===== config.mk =====
export PLATFORM = sky130hd
export DESIGN_NAME = sub_bytes_arbiter_flat
export DESIGN_NICKNAME = d
export VERILOG_FILES = /design/src/rtl/sub_bytes_arbiter_if.sv /design/src/rtl/sub_bytes_arbiter.sv /design/src/flat_wrapper.sv
export SDC_FILE = /design/constraint.sdc
export NUM_CORES = 2
export LEC_CHECK = 0
export BUFFER_PORTS_ARGS = -buffer_cell sky130_fd_sc_hd__buf_2
export CAP_MARGIN = 20
export CORE_MARGIN = 2
export CORE_UTILIZATION = 35
export DETAILED_ROUTE_END_ITERATION = 10
export PLACE_DENSITY = 0.51
export SLEW_MARGIN = 20
export SYNTH_ARGS = -nofsm -noshare
export SYNTH_HDL_FRONTEND = slang
export SYNTH_SLANG_ARGS = --single-unit

===== constraint.sdc =====
create_clock -name clk -period 30.8 [get_ports clk]
set_input_delay 1.54 -clock clk [delete_from_list [all_inputs] [get_ports clk]]
set_output_delay 1.54 -clock clk [all_outputs]
set_load 0.01 [all_outputs]

===== src/rtl/sub_bytes_arbiter_if.sv =====
// rtl/sub_bytes_arbiter_if.sv - handshake bundle between the two S-box requesters and the shared arbiter
interface sub_bytes_arbiter_if;
  logic         keyReq;
  logic [31:0]  keyWordIn;
  logic         keyAck;
  logic [31:0]  keyWordOut;
  logic         keyValid;
  logic         stateReq;
  logic [127:0] stateIn;
  logic         stateAck;
  logic [127:0] stateOut;
  logic         stateValid;
  logic         busy;

  modport slave (
    input  keyReq, keyWordIn, stateReq, stateIn,
    output keyAck, keyWordOut, keyValid, stateAck, stateOut, stateValid, busy
  );

  modport master (
    output keyReq, keyWordIn, stateReq, stateIn,
    input  keyAck, keyWordOut, keyValid, stateAck, stateOut, stateValid, busy
  );
endinterface


===== src/rtl/sub_bytes_arbiter.sv =====
// rtl/sub_bytes_arbiter.sv - four shared AES s_box lanes arbitrated between key expansion and SubBytes
// Optional: SUB_BYTES_ARBITER_ROUND_ROBIN_EN alternates grants on simultaneous requests.
module sub_bytes_arbiter (
  input  logic                 clk,
  input  logic                 reset,
  sub_bytes_arbiter_if.slave   bus
);
  localparam logic [1:0] ST_IDLE  = 2'd0;
  localparam logic [1:0] ST_KEY   = 2'd1;
  localparam logic [1:0] ST_STATE = 2'd2;

  logic [1:0]   state_q, state_d;
  logic [1:0]   col_q, col_d;
  logic [31:0]  key_word_q, key_word_d;
  logic [127:0] state_lat_q, state_lat_d;
  logic [127:0] buf_q, buf_d;
  logic [31:0]  key_out_q, key_out_d;
  logic [127:0] state_out_q, state_out_d;
  logic         key_ack_q, key_ack_d;
  logic         key_valid_q, key_valid_d;
  logic         state_ack_q, state_ack_d;
  logic         state_valid_q, state_valid_d;
  logic         busy_q, busy_d;
  logic         pick_key;
  logic [31:0]  lane_word;
  logic [31:0]  sub_word;

`ifdef SUB_BYTES_ARBITER_ROUND_ROBIN_EN
  // rr_q set means the state requester has priority on the next tie
  logic rr_q, rr_d;
  assign pick_key = bus.keyReq && (!bus.stateReq || !rr_q);
`else
  assign pick_key = bus.keyReq;
`endif

  assign lane_word = (state_q == ST_STATE) ? state_lat_q[{~col_q, 5'b00000} +: 32] : key_word_q;

  for (genvar i = 0; i < 4; i++) begin : g_lane
    s_box u_s_box (.in_byte(lane_word[8*i +: 8]), .out_byte(sub_word[8*i +: 8]));
  end

  always_comb begin
    state_d       = state_q;
    col_d         = col_q;
    key_word_d    = key_word_q;
    state_lat_d   = state_lat_q;
    buf_d         = buf_q;
    key_out_d     = key_out_q;
    state_out_d   = state_out_q;
    key_ack_d     = 1'b0;
    key_valid_d   = 1'b0;
    state_ack_d   = 1'b0;
    state_valid_d = 1'b0;
`ifdef SUB_BYTES_ARBITER_ROUND_ROBIN_EN
    rr_d          = rr_q;
`endif
    case (state_q)
      ST_IDLE: begin
        if (pick_key) begin
          key_word_d = bus.keyWordIn;
          key_ack_d  = 1'b1;
          state_d    = ST_KEY;
`ifdef SUB_BYTES_ARBITER_ROUND_ROBIN_EN
          rr_d       = ~rr_q;
`endif
        end else if (bus.stateReq) begin
          state_lat_d = bus.stateIn;
          state_ack_d = 1'b1;
          col_d       = 2'd0;
          state_d     = ST_STATE;
`ifdef SUB_BYTES_ARBITER_ROUND_ROBIN_EN
          rr_d        = ~rr_q;
`endif
        end
      end
      ST_KEY: begin
        key_out_d   = sub_word;
        key_valid_d = 1'b1;
        state_d     = ST_IDLE;
      end
      ST_STATE: begin
        buf_d[{~col_q, 5'b00000} +: 32] = sub_word;
        col_d = col_q + 2'd1;
        // Last column goes straight to the output so no partial state is ever visible
        if (col_q == 2'd3) begin
          state_out_d   = {buf_q[127:32], sub_word};
          state_valid_d = 1'b1;
          state_d       = ST_IDLE;
        end
      end
      default: state_d = ST_IDLE;
    endcase
    busy_d = (state_d != ST_IDLE);
  end

  always_ff @(posedge clk or posedge reset) begin
    if (reset) begin
      state_q       <= ST_IDLE;
      col_q         <= 2'd0;
      key_word_q    <= '0;
      state_lat_q   <= '0;
      buf_q         <= '0;
      key_out_q     <= '0;
      state_out_q   <= '0;
      key_ack_q     <= 1'b0;
      key_valid_q   <= 1'b0;
      state_ack_q   <= 1'b0;
      state_valid_q <= 1'b0;
      busy_q        <= 1'b0;
`ifdef SUB_BYTES_ARBITER_ROUND_ROBIN_EN
      rr_q          <= 1'b0;
`endif
    end else begin
      state_q       <= state_d;
      col_q         <= col_d;
      key_word_q    <= key_word_d;
      state_lat_q   <= state_lat_d;
      buf_q         <= buf_d;
      key_out_q     <= key_out_d;
      state_out_q   <= state_out_d;
      key_ack_q     <= key_ack_d;
      key_valid_q   <= key_valid_d;
      state_ack_q   <= state_ack_d;
      state_valid_q <= state_valid_d;
      busy_q        <= busy_d;
`ifdef SUB_BYTES_ARBITER_ROUND_ROBIN_EN
      rr_q          <= rr_d;
`endif
    end
  end

  assign bus.keyAck     = key_ack_q;
  assign bus.keyWordOut = key_out_q;
  assign bus.keyValid   = key_valid_q;
  assign bus.stateAck   = state_ack_q;
  assign bus.stateOut   = state_out_q;
  assign bus.stateValid = state_valid_q;
  assign bus.busy       = busy_q;
endmodule

// AES forward S-box lane; table entry 0x00 sits in the most significant byte.
module s_box (
  input  logic [7:0] in_byte,
  output logic [7:0] out_byte
);
  localparam logic [2047:0] SBOX = {
    128'h637c777bf26b6fc53001672bfed7ab76, 128'hca82c97dfa5947f0add4a2af9ca472c0,
    128'hb7fd9326363ff7cc34a5e5f171d83115, 128'h04c723c31896059a071280e2eb27b275,
    128'h09832c1a1b6e5aa0523bd6b329e32f84, 128'h53d100ed20fcb15b6acbbe394a4c58cf,
    128'hd0efaafb434d338545f9027f503c9fa8, 128'h51a3408f929d38f5bcb6da2110fff3d2,
    128'hcd0c13ec5f974417c4a77e3d645d1973, 128'h60814fdc222a908846eeb814de5e0bdb,
    128'he0323a0a4906245cc2d3ac629195e479, 128'he7c8376d8dd54ea96c56f4ea657aae08,
    128'hba78252e1ca6b4c6e8dd741f4bbd8b8a, 128'h703eb5664803f60e613557b986c11d9e,
    128'he1f8981169d98e949b1e87e9ce5528df, 128'h8ca1890dbfe6426841992d0fb054bb16
  };
  assign out_byte = SBOX[{~in_byte, 3'b000} +: 8];
endmodule


===== src/flat_wrapper.sv =====
// flat-port wrapper written by rule: the top's interface ports become plain ports
module sub_bytes_arbiter_flat 
  (clk, reset, bus_keyReq, bus_keyWordIn, bus_stateReq, bus_stateIn, bus_keyAck, bus_keyWordOut, bus_keyValid, bus_stateAck, bus_stateOut, bus_stateValid, bus_busy);
  sub_bytes_arbiter_if bus_i ();
  input  logic clk;
  input  logic reset;
  input wire logic [$bits(bus_i.keyReq)-1:0] bus_keyReq;
  input wire logic [$bits(bus_i.keyWordIn)-1:0] bus_keyWordIn;
  input wire logic [$bits(bus_i.stateReq)-1:0] bus_stateReq;
  input wire logic [$bits(bus_i.stateIn)-1:0] bus_stateIn;
  output wire logic [$bits(bus_i.keyAck)-1:0] bus_keyAck;
  output wire logic [$bits(bus_i.keyWordOut)-1:0] bus_keyWordOut;
  output wire logic [$bits(bus_i.keyValid)-1:0] bus_keyValid;
  output wire logic [$bits(bus_i.stateAck)-1:0] bus_stateAck;
  output wire logic [$bits(bus_i.stateOut)-1:0] bus_stateOut;
  output wire logic [$bits(bus_i.stateValid)-1:0] bus_stateValid;
  output wire logic [$bits(bus_i.busy)-1:0] bus_busy;
  assign bus_i.keyReq = bus_keyReq;
  assign bus_i.keyWordIn = bus_keyWordIn;
  assign bus_i.stateReq = bus_stateReq;
  assign bus_i.stateIn = bus_stateIn;
  assign bus_keyAck = bus_i.keyAck;
  assign bus_keyWordOut = bus_i.keyWordOut;
  assign bus_keyValid = bus_i.keyValid;
  assign bus_stateAck = bus_i.stateAck;
  assign bus_stateOut = bus_i.stateOut;
  assign bus_stateValid = bus_i.stateValid;
  assign bus_busy = bus_i.busy;
  sub_bytes_arbiter u_core (.clk(clk), .reset(reset), .bus(bus_i));
endmodule

==> summary.md <==
| Metric | Value |
|---|---|
| Status | `completed` |
| Fin. max-slew vios | `0` |
| Routed length per instance | `29.20 um` |
| Layout area overhead | `13.57%` |
| Root buffer cell | `clkbuf_16` |
| Number of hold violations in the final report | `0` |
| Vias in the first global route | `30470` |
| Slew headroom | `22.82%` |
| Arr. time, crit path | `6410 ps` |
| Syn_nets | `3842` |
| Clock Sinks | `425` |
| Crit-path max FO | `41` |
| Clk_skew | `49.22 ps` |
| CTS H-tree depth | `2` |
| Final Critical Period | `5939 ps` |
| Ys Warns | `0` |
| Final setup TNS | `0 ps` |
| Post-Synth Adder-Cell Area | `2.319%` |
| Worst path required time | `31270 ps` |
| Critical path startpoint category | `register` |
| Cell variety after synth | `106` |
| Main combinational cell family by area after synthesis | `compound AO/OA/AOI/OAI gates` |
| Primary FF master, synth | `dfrtp_1` |
| Total Routing Usage GR | `31.24%` |
| CTS tree | `built` |
| Critical path class | `reg2reg` |
| Xor and xnor area share after synthesis | `0.2029%` |
| Largest net degree at the start of global routing | `124` |
| Finished Cell Area | `0.03432 mm2` |
| Post-CTS setup buffer count | `0` |
| CTS buffer count | `50` |
| Yosys top cell by area | `dfrtp_1` |
| Cell count after synthesis | `3622` |
| Final wirelength | `144100 um` |
| Worst min-delay path class | `reg2reg` |
| Part of the Yosys area used for sequential elements | `35.19%` |
| PortBufs | `328` |
| NumNets Final | `3965` |
| Post-route DRC | `0` |
| Clock insertion delay at the later pin of the skew report | `640 ps` |
| Clock-pin slew on the worst setup and hold paths | `70 ps` |
| Yosys reg bits | `425` |
| Gpl congestion | `1.061` |
| Synth area leaders | `dfrtp_1 (35%), nand2_1 (8.0%), mux2_2 (7.8%)` |
| Synth Area in Compound Gates | `27.78%` |
| Top-level port count | `329` |
| Final period utilization | `19.28%` |
| Max-cap violations | `0` |
| Full die area | `0.08871 mm2` |
| Clock Tree Buf Depth | `3` |
| Syn avg cell area | `8.343 um2` |
| GR Overflow Total | `0` |
| First-pass GRT wire length | `213300 um` |
| Cell area after synthesis | `0.03022 mm2` |
| DR vias/cell | `6.582` |
| Async set-reset flop share out of synthesis | `100.0%` |
| Post-Synth Simple-Gate Area | `18.54%` |
| Die Ht | `297.8 um` |
| Layout cell share with drive strength beyond 1 | `21.89%` |
| Crit. End Element | `register` |
| RSZ-0062 raised after global routing | `no` |
| Dpl cell area | `0.03258 mm2` |
| Top-area cell type share of the netlist area | `35.19%` |
| Number of gates resized after cts | `0` |
| Initial DRC count | `5004` |
| Detailed Place HPWL | `98510 um` |
| Antenna-violating nets left | `0` |
| Hold buffer count at cts | `0` |
| F_max | `0.1684 GHz` |
| Rows | `107` |
| CORE AREA | `0.08541 mm2` |
| Die X | `297.8 um` |
| Final setup vio count | `0` |
| Worst Tran Pin Value | `1153 ps` |
| Initial core utilization | `35.38%` |
| Antenna violations before repair | `23` |
| Routed vias | `32490` |
| Post-synthesis mux area share | `10.28%` |
| Number of detailed-route iterations in the first pass | `10` |
| Post-synth EDFFs | `0` |
| Fill cells | `8977` |
area by class of cell:
class	count	area [um2]	share of cell area, %
multi-input cells	2814	18040	52.56
inverters	34	136.4	0.3974
flip-flops and latches	425	10640	31.00
clock inverters	23	266.5	0.7766
well taps	1144	1431	4.171
diodes	6	15.01	0.04375
repair buffers	420	2332	6.796
clock buffers	71	1460	4.255
stage by stage:
step	hold WS (ps)	utilization, %	std cells	setup slack, ps
after global placement	447.7	38.13	4837	25130
after global routing	493.1	40.16	4931	24530
after detailed placement	451.6	38.14	4837	25020
final	458.0	40.18	4937	24860
after CTS	456.5	40.16	4931	24980
after floorplan	438.6	-	3622	17430
flip-flops by register name, indices dropped and copies added (netlist names):
| name | flops |
|---|---|
| u_core.key_word_q | 32 |
| u_core.buf_q | 96 |
| u_core.bus.stateValid | 1 |
| u_core.bus.stateOut | 128 |
| u_core.state_lat_q | 128 |
| u_core.state_q | 2 |
| u_core.bus.keyAck | 1 |
| u_core.col_q | 2 |
| u_core.bus.keyValid | 1 |
| u_core.bus.busy | 1 |
| u_core.bus.keyWordOut | 32 |
| u_core.bus.stateAck | 1 |
final timing paths:
| path | cells after the start | startpoint | to | slack, ps |
|---|---|---|---|---|
| max | 13 | u_core.col_q[1] | u_core.bus.stateOut[19] | 24860 |
| min | 2 | u_core.buf_q[88] | u_core.bus.stateOut[88] | 460 |
| max reg2reg | 13 | u_core.col_q[1] | u_core.bus.stateOut[19] | 24860 |
| min reg2reg | 2 | u_core.buf_q[88] | u_core.bus.stateOut[88] | 460 |
| max in group asynchronous | 4 | reset | u_core.state_lat_q[8] | 27700 |
| min in group asynchronous | 2 | reset | u_core.bus.stateOut[55] | 1100 |
synth_stat cells, drive strengths merged, types with 35 or more instances:
| cell type | instances |
|---|---|
| o211ai | 77 |
| a22o | 47 |
| nor2 | 212 |
| nand2 | 650 |
| clkbuf | 178 |
| mux2 | 214 |
| a21oi | 235 |
| buf | 171 |
| nand3 | 128 |
| a311oi | 36 |
| o22ai | 35 |
| a211oi | 63 |
| a31oi | 79 |
| ha | 56 |
| dfrtp | 425 |
| nor3 | 88 |
| o21ai | 302 |
critical path: stages, from the launching register on:
cell	delay (ps)
dfrtp_4	730
buf_4	570
mux2_2	400
a222oi_1	300
buf_4	330
ha_1	490
inv_1	270
nor3_1	740
nor2_1	120
nor3_1	330
a2111oi_0	160
or4_1	500
a31oi_1	590
o21ai_0	160
logic make-up (layout without fill, tap and decap cells):
group	count (synthesis)	after routing
other cells	0	6
fa+ha+maj	56	56
xor+xnor	7	7
compound gates	1227	1227
simple gates	1262	1262
mux	262	262
flops	425	425
buf+inv	383	548
per-layer routing:
metal | global-route usage, % | vias up | part of all wire (%)
met1 | 44.26 | 15660 | 42
met2 | 45.55 | 2464 | 41
li1 | - | 13800 | -
met5 | 0 | - | 0.13
met4 | 12.73 | 28 | 5.2
met3 | 7.249 | 549 | 12
placed cells by master, fill, tap and decap left out, types with 15 or more instances in the layout:
cell type | netlist | final
o31ai_1 | 22 | 19
inv_1 | 25 | 22
buf_4 | 14 | 92
nand3_1 | 126 | 126
a21oi_1 | 233 | 231
a22o_1 | 47 | 47
and3_1 | 33 | 33
a311oi_1 | 33 | 33
a22oi_1 | 18 | 18
o22ai_1 | 34 | 34
o21ai_0 | 240 | 240
mux2_2 | 208 | 208
dfrtp_1 | 425 | 423
a211o_1 | 15 | 15
o211ai_1 | 77 | 77
nand4_1 | 17 | 17
nand2b_1 | 34 | 33
a32oi_1 | 16 | 16
ha_1 | 56 | 56
nor3_1 | 84 | 81
and2_1 | 18 | 18
nor2_1 | 209 | 207
mux2i_1 | 30 | 24
o221ai_1 | 34 | 34
buf_2 | 122 | 328
a31oi_1 | 79 | 79
mux4_2 | 15 | 15
o2111ai_1 | 28 | 28
clkbuf_16 | 0 | 50
a211oi_1 | 59 | 59
o21ai_1 | 61 | 61
a221oi_1 | 27 | 27
nand2_1 | 646 | 640
o311ai_0 | 27 | 26
Power is left out: the tool's default activity adds up to more than one toggle a clock period on the data nets, which glitch-free logic cannot reach.
